$ cat config.mk
export PLATFORM = sky130hd
export DESIGN_NAME = mem_lsu
export DESIGN_NICKNAME = d
export VERILOG_FILES = /design/src/rtl/mem_lsu.sv
export SDC_FILE = /design/constraint.sdc
export NUM_CORES = 1
export LEC_CHECK = 0
export ABC_AREA = 1
export BUFFER_PORTS_ARGS = -buffer_cell sky130_fd_sc_hd__buf_2
export CORE_AREA = 8 8 146 148
export CTS_CLUSTER_DIAMETER = 30
export DETAILED_ROUTE_END_ITERATION = 16
export DIE_AREA = 0 0 154 156
export GPL_TIMING_DRIVEN = 0
export PLACE_DENSITY = 0.7
export SKIP_LAST_GASP = 1
export SYNTH_ARGS = -nofsm -noshare
export SYNTH_HDL_FRONTEND = slang
export SYNTH_SLANG_ARGS = --single-unit
$ cat constraint.sdc
create_clock -name clk -period 1.6 [get_ports clk]
set_clock_uncertainty 0.2 [all_clocks]
set_input_delay 0.08 -clock clk [delete_from_list [all_inputs] [get_ports clk]]
set_output_delay 0.08 -clock clk [all_outputs]
set_load 0.02 [all_outputs]
$ cat src/rtl/mem_lsu.sv
// mem_lsu: MEM stage with ALU and HI/LO passthrough plus a req/ack load/store unit.
// Aligned accesses stall the pipeline until ack or a bounded-wait timeout; misaligned ones trap.
module mem_lsu #(
  parameter int unsigned ADDR_W     = 32,
  parameter int unsigned REG_ADDR_W = 5,
  parameter int unsigned MAX_WAIT   = 16
) (
  input  logic                  clk,
  input  logic                  rst,
  input  logic [5:0]            stall,
  input  logic [31:0]           wdata_i,
  input  logic [REG_ADDR_W-1:0] wd_i,
  input  logic                  wreg_i,
  input  logic [31:0]           hi_i,
  input  logic [31:0]           lo_i,
  input  logic                  whilo_i,
  input  logic [3:0]            mem_op_i,
  input  logic [ADDR_W-1:0]     mem_addr_i,
  input  logic [31:0]           mem_sdata_i,
  output logic [31:0]           wdata_o,
  output logic [REG_ADDR_W-1:0] wd_o,
  output logic                  wreg_o,
  output logic [31:0]           hi_o,
  output logic [31:0]           lo_o,
  output logic                  whilo_o,
  output logic                  dbus_req,
  output logic                  dbus_we,
  output logic [ADDR_W-1:0]     dbus_addr,
  output logic [3:0]            dbus_be,
  output logic [31:0]           dbus_wdata,
  input  logic                  dbus_ack,
  input  logic [31:0]           dbus_rdata,
  output logic                  stallreq_o,
  output logic                  exc_adel_o,
  output logic                  exc_ades_o,
  output logic                  bus_err_o
);

  localparam int unsigned DATA_W = 32;
  localparam int unsigned BE_W   = 4;
  localparam int unsigned CNT_W  = 8;
  localparam logic [CNT_W-1:0] CNT_LAST = CNT_W'(MAX_WAIT - 1);

  localparam logic [3:0] OP_LB  = 4'd1;
  localparam logic [3:0] OP_LBU = 4'd2;
  localparam logic [3:0] OP_LH  = 4'd3;
  localparam logic [3:0] OP_LHU = 4'd4;
  localparam logic [3:0] OP_LW  = 4'd5;
  localparam logic [3:0] OP_SB  = 4'd6;
  localparam logic [3:0] OP_SH  = 4'd7;
  localparam logic [3:0] OP_SW  = 4'd8;

  typedef enum logic [1:0] {S_IDLE, S_BUSY, S_DONE} state_t;

  typedef struct packed {
    logic              we;
    logic [ADDR_W-1:0] addr;
    logic [BE_W-1:0]   be;
    logic [DATA_W-1:0] wdata;
  } bus_req_t;

  state_t          state, state_d;
  bus_req_t        req_q, req_d;
  logic [CNT_W-1:0] cnt;
  logic [31:0]     ld_data, ld_ext;
  logic [7:0]      ld_byte;
  logic [15:0]     ld_half;
  logic            timed_out;
  logic            is_load, is_store, sz_byte, sz_half, sz_word;
  logic            misaligned, access;
  logic            ack_hit, tmo_hit;
  logic            unused_stall;

  // Only stall[4] (MEM/WB hold) matters to this stage.
  assign unused_stall = ^{stall[5], stall[3:0]};

  // Op decode: class and access size.
  always_comb begin
    is_load  = 1'b0;
    is_store = 1'b0;
    sz_byte  = 1'b0;
    sz_half  = 1'b0;
    sz_word  = 1'b0;
    case (mem_op_i)
      OP_LB, OP_LBU: begin is_load  = 1'b1; sz_byte = 1'b1; end
      OP_LH, OP_LHU: begin is_load  = 1'b1; sz_half = 1'b1; end
      OP_LW:         begin is_load  = 1'b1; sz_word = 1'b1; end
      OP_SB:         begin is_store = 1'b1; sz_byte = 1'b1; end
      OP_SH:         begin is_store = 1'b1; sz_half = 1'b1; end
      OP_SW:         begin is_store = 1'b1; sz_word = 1'b1; end
      default: ;
    endcase
  end

  assign misaligned = (sz_half & mem_addr_i[0]) | (sz_word & (mem_addr_i[1:0] != 2'b00));
  assign access     = (is_load | is_store) & ~misaligned;
  assign ack_hit    = (state == S_BUSY) & dbus_ack;
  assign tmo_hit    = (state == S_BUSY) & ~dbus_ack & (cnt == CNT_LAST);

  // Bus request payload: word-aligned address, lane enables, lane-replicated store data.
  always_comb begin
    req_d.we    = is_store;
    req_d.addr  = {mem_addr_i[ADDR_W-1:2], 2'b00};
    req_d.be    = 4'b1111;
    req_d.wdata = mem_sdata_i;
    if (sz_byte) begin
      req_d.be    = BE_W'(4'b0001 << mem_addr_i[1:0]);
      req_d.wdata = {4{mem_sdata_i[7:0]}};
    end else if (sz_half) begin
      req_d.be    = mem_addr_i[1] ? 4'b1100 : 4'b0011;
      req_d.wdata = {2{mem_sdata_i[15:0]}};
    end
  end

  // Load lane select and extension, applied at capture time.
  always_comb begin
    case (mem_addr_i[1:0])
      2'd0:    ld_byte = dbus_rdata[7:0];
      2'd1:    ld_byte = dbus_rdata[15:8];
      2'd2:    ld_byte = dbus_rdata[23:16];
      default: ld_byte = dbus_rdata[31:24];
    endcase
    ld_half = mem_addr_i[1] ? dbus_rdata[31:16] : dbus_rdata[15:0];
    case (mem_op_i)
      OP_LB:   ld_ext = {{24{ld_byte[7]}}, ld_byte};
      OP_LBU:  ld_ext = {24'd0, ld_byte};
      OP_LH:   ld_ext = {{16{ld_half[15]}}, ld_half};
      OP_LHU:  ld_ext = {16'd0, ld_half};
      default: ld_ext = dbus_rdata;
    endcase
  end

  // Next state and stage outputs; everything reads as zero while reset is held.
  always_comb begin
    state_d    = state;
    stallreq_o = 1'b0;
    wdata_o    = wdata_i;
    wd_o       = wd_i;
    wreg_o     = wreg_i;
    hi_o       = hi_i;
    lo_o       = lo_i;
    whilo_o    = whilo_i;
    exc_adel_o = is_load & misaligned;
    exc_ades_o = is_store & misaligned;
    case (state)
      S_IDLE: begin
        if (is_load | is_store) wreg_o = 1'b0;
        if (access) begin
          stallreq_o = 1'b1;
          state_d    = S_BUSY;
        end
      end
      S_BUSY: begin
        stallreq_o = 1'b1;
        wreg_o     = 1'b0;
        if (ack_hit | tmo_hit) state_d = S_DONE;
      end
      S_DONE: begin
        wreg_o = is_load & ~timed_out & wreg_i;
        if (is_load) wdata_o = ld_data;
        if (!stall[4]) state_d = S_IDLE;
      end
      default: state_d = S_IDLE;
    endcase
    if (!rst) begin
      state_d    = S_IDLE;
      stallreq_o = 1'b0;
      wdata_o    = '0;
      wd_o       = '0;
      wreg_o     = 1'b0;
      hi_o       = '0;
      lo_o       = '0;
      whilo_o    = 1'b0;
      exc_adel_o = 1'b0;
      exc_ades_o = 1'b0;
    end
  end

  // State, bus request, wait counter and load-result registers.
  always_ff @(posedge clk or negedge rst) begin
    if (!rst) begin
      state     <= S_IDLE;
      req_q     <= '0;
      dbus_req  <= 1'b0;
      cnt       <= '0;
      ld_data   <= '0;
      timed_out <= 1'b0;
      bus_err_o <= 1'b0;
    end else begin
      state     <= state_d;
      bus_err_o <= 1'b0;
      case (state)
        S_IDLE: begin
          if (access) begin
            dbus_req  <= 1'b1;
            req_q     <= req_d;
            cnt       <= '0;
            timed_out <= 1'b0;
          end
        end
        S_BUSY: begin
          if (dbus_ack) begin
            ld_data   <= ld_ext;
            dbus_req  <= 1'b0;
            req_q.we  <= 1'b0;
          end else if (cnt == CNT_LAST) begin
            ld_data   <= '0;
            dbus_req  <= 1'b0;
            req_q.we  <= 1'b0;
            timed_out <= 1'b1;
            bus_err_o <= 1'b1;
          end else begin
            cnt <= cnt + CNT_W'(1);
          end
        end
        default: ;
      endcase
    end
  end

  assign dbus_we    = req_q.we;
  assign dbus_addr  = req_q.addr;
  assign dbus_be    = req_q.be;
  assign dbus_wdata = req_q.wdata;

endmodule

; ---- Word-level counts from Yosys, hierarchy flattened
; Cells that the tools add are included.
[word_totals]
register_bits = 112
latchBits = 0
mem_bits_rw = 0
mem_bits_ro = 0
input_bits = 212
output_inout_bits = 177
wordCells = 115
mem_count = 0
[classes]
add_sub_neg = 1
mul = 0
div_mod_pow = 0
n_lt_le_gt_ge = 0
n_eq_ne = 21
shift = 1
muxes = 50
bitwise_logic = 16
n_reduce_logical = 16
[ops]
columns = op, count
row1 = $mux 32, 7
row2 = $pmux 32 s4, 1
row3 = $mux 36, 2
row4 = $mux 69, 1
row5 = $mux 8, 3
row6 = $pmux 8 s3, 1
row7 = $mux 1, 21
row8 = $eq 4x3->1 const B, 4
row9 = $mux 16, 1
row10 = $pmux 8 s2, 1
row11 = $and 1x1->1, 10
row12 = $reduce_or 3->1, 3
row13 = $add 8x1->8 const B, 1
row14 = $eq 4x2->1 const B, 2
row15 = $eq 8x4->1 const B, 1
row16 = $mux 2, 4
row17 = $pmux 1 s2, 4
row18 = $reduce_and 4->1, 2
row19 = $ne 2x2->1 const B, 3
row20 = $ne 3x2->1 const B, 2
row21 = $ne 3x3->1 const B, 2
row22 = $pmux 2 s3, 1
row23 = $reduce_and 3->1, 2
row24 = $reduce_bool 2->1, 3
row25 = 15 further kinds, 23

; ---- Logic depth before layout (Yosys ltp)
; Gate-level depths: netlist of run 1.
[logic_depth]
word_depth = 10
mapped_depth = 12
mapped_depth_nobuf = 11

; ---- Worst setup path after synthesis of run 1
; Ideal clock, no wire load.
[synth_timing]
path_kind = flip-flop to flip-flop
start = reg cnt[0]
end = reg req_q (netlist bit dbus_we)
setup_time_ns = 0.065
arrival_ns = 1.488
required_ns = 1.335
slack_ns = -0.153
path_stages_with_launch = 8
path_buffers = 1
period_less_slack_ns = 1.753
cell_sequence = dfrtp_1 ha_1 nand3_1 nor2_1 o21ai_1 clkbuf_1 nand3_1 nand2_1
[synth_via]
elab_chain_len = 3
[synth_lines]
columns = item, line
row1 = "start, declared", 64  ; logic [CNT_W-1:0] cnt;
row2 = "start signal, assigned", 213  ; cnt <= cnt + CNT_W'(1);
row3 = $eq 8x4->1, 206  ; end else if (cnt == CNT_LAST) begin
row4 = $ne 3x2->1 (no line), --
row5 = $reduce_and 3->1 (no line), --
row6 = "end signal, assigned", 196  ; req_q <= req_d;
row7 = "end, declared", 63  ; bus_req_t req_q, req_d;
; No other way between the ends.
; A chain may end at the register's enable or synchronous reset.

; ---- Worst setup path after layout of run 1
[layout_timing]
start = reg state[0]
end = out wdata_o[28]
[layout_via]
elab_chain_len = 3
[layout_lines]
columns = item, line
row1 = "start, declared", 62  ; state_t state, state_d;
row2 = "start signal, assigned", 190  ; state <= state_d;
row3 = $eq 2x2->1, 145  ; case (state)
row4 = $mux 32, 145
row5 = $mux 32, 165  ; if (!rst) begin
row6 = "end, declared", 20  ; output logic [31:0] wdata_o,
; No other way between the ends.

==> results of run 1 <==
## synth_stat cells (6+ instances only)
cell | number | share of area, %
a21oi_1 | 9 | 0.66
buf_2 | 21 | 1.6
clkbuf_1 | 27 | 1.5
dfrtp_1 | 112 | 41
inv_1 | 127 | 7.0
inv_2 | 6 | 0.33
nand2_1 | 441 | 24
nand3_1 | 52 | 3.8
nor2_1 | 112 | 6.2
o211ai_1 | 22 | 2.4
o21ai_0 | 92 | 6.8
## path summary, 6_finish.rpt
kind,cells past startpoint,end,start
setup reg to reg,9,cnt[1]$_DFFE_PN0P_,cnt[1]$_DFFE_PN0P_
hold reg to reg,2,dbus_wdata[15]$_DFFE_PN0P_,dbus_wdata[15]$_DFFE_PN0P_
hold / removal,5,dbus_we$_DFFE_PN0P_,mem_op_i[1]
setup / recovery,6,wdata_o[28],state[0]$_DFFE_PN0P_
max in group asynchronous,4,state[0]$_DFFE_PN0P_,rst
min in group asynchronous,3,dbus_wdata[10]$_DFFE_PN0P_,rst
## worst max-delay path: cells and delay by family (launching register included)
| kind | cells | cell delay, ps |
|---|---|---|
| buffers and inverters | 2 | 350 |
| flip-flops | 1 | 460 |
| AND/OR/NAND/NOR | 3 | 360 |
| AO/OA/AOI/OAI | 1 | 140 |
## routing by layer
metal	vias to the layer above	global-route usage (%)	share of wire, %
li1	4329	-	-
met1	4234	27.5	34
met2	532	48.7	52
met3	129	6.90	8.6
met4	0	13.9	5.4
met5	-	0	0
## stage by stage
stage / setup TNS, ps / cells / setup slack [ps] / area (um2) / utilization [%]
floorplan: 0 / 1058 / 6.42 / 6870 / -
global placement: -406170 / 1677 / -2540 / 9080 / 47.6
detailed placement: -98980 / 1678 / -809 / 9110 / 47.7
CTS: -14710 / 1811 / -360 / 11200 / 58.9
global route: -25410 / 1838 / -448 / 12100 / 63.4
finish: -15880 / 1838 / -376 / 12100 / 63.4
## kinds of logic (layout without fill, tap and decap cells)
group	count (synthesis)	count (layout)
AND/OR/NAND/NOR	623	623
buffers and inverters	189	731
AO/OA/AOI/OAI	128	128
flip-flops	112	112
XOR/XNOR	3	3
adder cells (fa/ha/maj)	1	1
other	1	2
## state kept, by name, indices dropped and copies added (netlist names)
name        flops
bus_err_o       1
dbus_be         4
dbus_addr      30
dbus_req        1
timed_out       1
dbus_wdata     32
cnt             8
state           2
ld_data        32
dbus_we         1
## power by group through the flow
stage                     Clock [mW]  Combinational (mW)  Sequential, mW
after floorplan                    0                1.62            4.83
after global placement             0                3.87            4.20
after detailed placement           0                3.95            4.20
after CTS                       2.49                4.41            4.31
after global routing            2.58                5.45            4.48
final                           2.44                5.03            4.38
## final cells by class
type | count | area [um2]
repair buffers | 527 | 3730
well taps | 238 | 298
plain buffers | 53 | 561
clock buffers | 9 | 225
clock inverters | 7 | 93.8
flip-flops and latches | 112 | 2800
inverters | 133 | 528
multi-input cells | 757 | 3830
repair inverters | 2 | 27.5
fillers | 1631 | 6980
## timing repair
action,4_1_cts,5_1_grt
hold endpoints to repair,209,112
resized for setup,211,145
endpoints found under the setup margin,193,172
setup buffers,19,15
gates cloned,4,14
hold buffers,96,2
pin swaps,15,21
==> reports/qor.yml, run 1 <==
yosys:
  synth_mux_area_share_pct: 0
  synth_seq_cells: 112
  synth_xor_area_share_pct: 0.388
  syn_avg_cell_area_um2: 6.41
  synthSimpleGateAreaFrac_pct: 36.5
  synth_top_family_by_area: "simple AND/OR/NAND/NOR gates"
  async_flop_share_pct: 100
  synth-compound-area-share_pct: 10.4
  synth_cell_types: 28
  netlist_instances: 1057
  yosys_warnings: 0
  synthAdderAreaFrac_pct: 0.185
  ys_seq_area_share_pct: 41.3
  synth_enable_flop_cells: 0
  syn_area_um2: 6780
  synth_top_flop_cell: "dfrtp_1"
place:
  dpl.hpwl_um: 23600
  io_buffer_count: 381
  routabilityCongestion: 0.988
power:
  total_power_mw: 11.8
  internal_power_mw: 6.90
  p_clk_share_pct: 20.6
  irDropWorstVdd_mv: 0.798
  share_comb_of_total_power_pct: 42.5
  leakagePower_nw: 7.01
  switching_share_pct: 41.7
  switchingPower_mw: 4.94
  seq_power_share_pct: 37.0
  power_density_nw_per_um2: 980
floorplanning:
  coreArea_um2: 19100
  io_pins: 389
  dieArea_um2: 24000
  fp.dieH_um: 156
  start_util_pct: 35.5
  rows: 51
  die_w_um: 154
timing:
  hold_viol_final: 0
  period_minus_slack_ps: 1980
  fin_ws_ps: -376
  worst-slew-pin-transition_ps: 539
  slew_viol_final: 0
  setup_violations: 126
  final.period_utilization_pct: 123
  fmax_mhz: 506
  whs_ps: 21.3
  relSlewSlack_pct: 64.1
  rsz0062_at_grt: "yes"
drt:
  drc: 0
  routed_wirelength_um: 34500
  via_per_inst: 5.02
  drt-initial-drc-count: 683
  antenna_left: 0
  wire_per_inst_um: 18.8
  drt_pass1_iterations: 5
  route.vias.total: 9224
final_layout:
  syn_to_final_growth_pct: 78.4
  nNetsFinal: 1808
  final_common_cell: "nand2_1"
  antenna_cells: 0
  layout_common_cells: "nand2_1, buf_2, inv_1"
  drive_above_1_share_pct: 39.7
grt:
  grt_pass1_vias: 9148
  overflow: 0
  grt_pass1_wl_um: 50000
  grt_max_degree: 81
  antenna_found_initial: 1
  track_usage_pct: 26.6
hold_path:
  hold_path.class: "primary input to flop"
cts:
  clkTransAtPathRegs_ps: 90
  cts_max_path_buffers: 2
  cts_tree: "done"
  cts_root_buf: "clkbuf_16"
  cts_made_buffers: 9
  htree_levels: 3
  cts_sinks: 112
  clkLatencyLatePin_ps: 360
critical_path:
  worst_path_max_delay_cell: "dfrtp_2"
  r2r_slack_ps: -110
  critPathMaxFanout: 10
  arrival_ps: 1700
  crit_type: "flop to output pin"
  cp.required_ps: 1320
  crit_chain: "nor2_4 -> nand2_8 -> clkbuf_16 -> o21ai_2 -> nor2_2 -> buf_4"
  worstSetupStartpointType: "flop"
  cpPeakStageDelay_ps: 460
  cp-end-kind: "output pin"
status:
  violations: "negative setup slack"
  status: "complete, but fails checks"
flow_run:
  cap_violations: 0
Power figures use the tool's default switching activity.
==> run 2: changes to the inputs <==
- RECOVER_POWER: unset -> 100
==> reports/qor.yml, run 2 (synthesis results as in run 1) <==
place:
  dpl.hpwl_um: 23600  # unchanged
  io_buffer_count: 381  # unchanged
  routabilityCongestion: 0.988  # unchanged
  placed_cells: 1678  # unchanged
cts:
  cts_sinks: 112  # unchanged
  cts_max_path_buffers: 2  # unchanged
  cts_tree: "done"
  htree_levels: 3  # unchanged
  clkTransAtPathRegs_ps: 90  # about the same
  cts_made_buffers: 9  # unchanged
  cts_root_buf: "clkbuf_16"
  clkLatencyLatePin_ps: 370  # about the same
timing:
  slew_viol_final: 0  # unchanged
  setup_violations: 212  # +68%
  fmax_mhz: 505  # -0.18%
  relSlewSlack_pct: 35.1  # -29 points
  rsz0062_at_grt: "yes"
  worst-slew-pin-transition_ps: 974  # +434 ps
  hold_viol_final: 0  # unchanged
  final.period_utilization_pct: 124  # +0.22 points
  fin_ws_ps: -379  # -3.55 ps
  period_minus_slack_ps: 1980  # +3.55 ps
critical_path:
  arrival_ps: 1700  # about the same
  crit_path_end: "wdata_o[28]"
  timing.rr.end: "cnt[7]$_DFFE_PN0P_"
  cp_top_family: "flip-flops"
  crit_type: "flop to output pin"
  worstSetupStartpointType: "flop"
  critPathMaxFanout: 10  # unchanged
  r2r_slack_ps: -180  # -70 ps
  cp.required_ps: 1320  # about the same
  crit_buf_inv: 2  # unchanged
  cp-end-kind: "output pin"
  rr_worst_depth: 9  # unchanged
  path_depth: 6  # unchanged
  worstReg2RegStart: "cnt[1]$_DFFE_PN0P_"
  worst_path_max_delay_cell: "dfrtp_2"
  cpPeakStageDelay_ps: 460  # about the same
  crit_chain: "nor2_4 -> nand2_8 -> clkbuf_16 -> o21ai_2 -> nor2_2 -> buf_4"
  critPathLaunch: "state[0]$_DFFE_PN0P_"
final_layout:
  syn_to_final_growth_pct: 75.8
  drive_above_1_share_pct: 34.1  # -5.6 points
  stdcell_count: 1838  # unchanged
  layout_common_cells: "nand2_1, buf_2, inv_1"
  antenna_cells: 0  # unchanged
  final_common_cell: "nand2_1"
  nNetsFinal: 1808  # unchanged
  fill_cells: 1688  # +3.5%
status:
  violations: "negative setup slack"
  status: "complete, but fails checks"
power:
  leakagePower_nw: 6.69  # -4.5%
  total_power_mw: 11.7  # -1.3%
  switching_share_pct: 42.4  # +0.72 points
  internal_power_mw: 6.73  # -2.5%
  switchingPower_mw: 4.96  # +0.38%
  share_comb_of_total_power_pct: 41.5  # -1.0 points
  power_density_nw_per_um2: 981  # +0.15%
  p_clk_share_pct: 20.9  # +0.3 points
  irDropWorstVdd_mv: 0.780  # -2.2%
  seq_power_share_pct: 37.6  # +0.6 points
drt:
  drc: 0  # unchanged
  via_per_inst: 5.06  # +0.77%
  routed_wirelength_um: 34600  # +0.32%
  route.vias.total: 9295  # +0.77%
  drt_pass1_iterations: 5  # unchanged
  wire_per_inst_um: 18.8  # +0.32%
  drt-initial-drc-count: 728  # +6.6%
  antenna_left: 0  # unchanged
grt:
  track_usage_pct: 26.6  # unchanged
  grt_pass1_vias: 9148  # unchanged
  overflow: 0  # unchanged
  grt_pass1_wl_um: 50000  # unchanged
  grt_max_degree: 81  # unchanged
  antenna_found_initial: 1  # unchanged
floorplanning:
  io_pins: 389  # unchanged
  coreArea_um2: 19100  # unchanged
  rows: 51  # unchanged
  start_util_pct: 35.5  # unchanged
  die_w_um: 154  # unchanged
  dieArea_um2: 24000  # unchanged
  fp.dieH_um: 156  # unchanged
flow_run:
  cap_violations: 0  # unchanged
hold_path:
  hold_path.class: "primary input to flop"
[run 2: worst min-delay path: cells and delay by family]
family	cells	cell delay, ps
AOI/OAI and AO/OA	1	150
buffers and inverters	1	100
and+or+nand+nor	3	230
[run 2: what timing repair did]
item / in CTS / in global routing
endpoints found under the setup margin: 193 / 172
buffers inserted: 19 / 15
pin swaps: 15 / 21
endpoints found under the hold margin: 209 / 112
gates resized for setup: 211 / 145
hold buffers: 96 / 2
cloned: 4 / 14
[run 2: metal layers]
metal | global-route usage [%] | up-vias | routed length (um)
met5 | 0 | - | 0
met4 | 13.9 | 0 | 1850
met3 | 6.90 | 138 | 3160
met2 | 48.7 | 576 | 17900
met1 | 27.5 | 4251 | 11700
li1 | - | 4330 | -
[run 2: power by group through the flow]
stage / registers, mW / clock network [mW] / logic, mW
after floorplan: 4.83 / 0 / 1.62
after global placement: 4.20 / 0 / 3.87
after detailed placement: 4.20 / 0 / 3.95
after CTS: 4.31 / 2.49 / 4.41
after global routing: 4.50 / 2.58 / 5.26
final: 4.39 / 2.44 / 4.86
[run 2: area by class of cell]
cell class	count	area, um2	area share, %
Multi-Input combinational cell	757	3810	32.0
Timing Repair inverter	2	27.5	0.231
Timing Repair Buffer	527	3580	30.0
Sequential cell	112	2800	23.5
Buffer	53	549	4.61
Clock buffer	9	225	1.89
Tap cell	238	298	2.50
Clock inverter	7	93.8	0.787
Inverter	133	528	4.43
[run 2: how the worst min path moves through the flow]
stage | cells after the start | startpoint | end | slack (ps)
after detailed placement | 1 | rst | dbus_wdata[3]$_DFFE_PN0P_ | -200
after CTS | 1 | rst | dbus_wdata[3]$_DFFE_PN0P_ | -620
after global routing | 5 | mem_sdata_i[26] | dbus_wdata[26]$_DFFE_PN0P_ | 30
after global placement | 3 | mem_addr_i[28] | dbus_addr[28]$_DFFE_PN0P_ | 70
final | 5 | mem_sdata_i[26] | dbus_wdata[26]$_DFFE_PN0P_ | 20
after floorplan | 0 | rst | bus_err_o$_DFF_PN0_ | -420
[run 2: metrics by stage]
step           utilization (%)  worst slack [ps]  instance area (um2)  setup TNS (ps)  hold WS (ps)
2_1_floorplan                -              6.42                 6870               0          -416
3_3_place_gp              47.6             -2540                 9080         -406170          72.0
3_5_place_dp              47.7              -809                 9110          -98980          -201
4_1_cts                   58.9              -360                11200          -14710          -617
5_1_grt                   62.5              -448                11900          -54450          32.4
6_report                  62.5              -379                11900          -26540          23.1
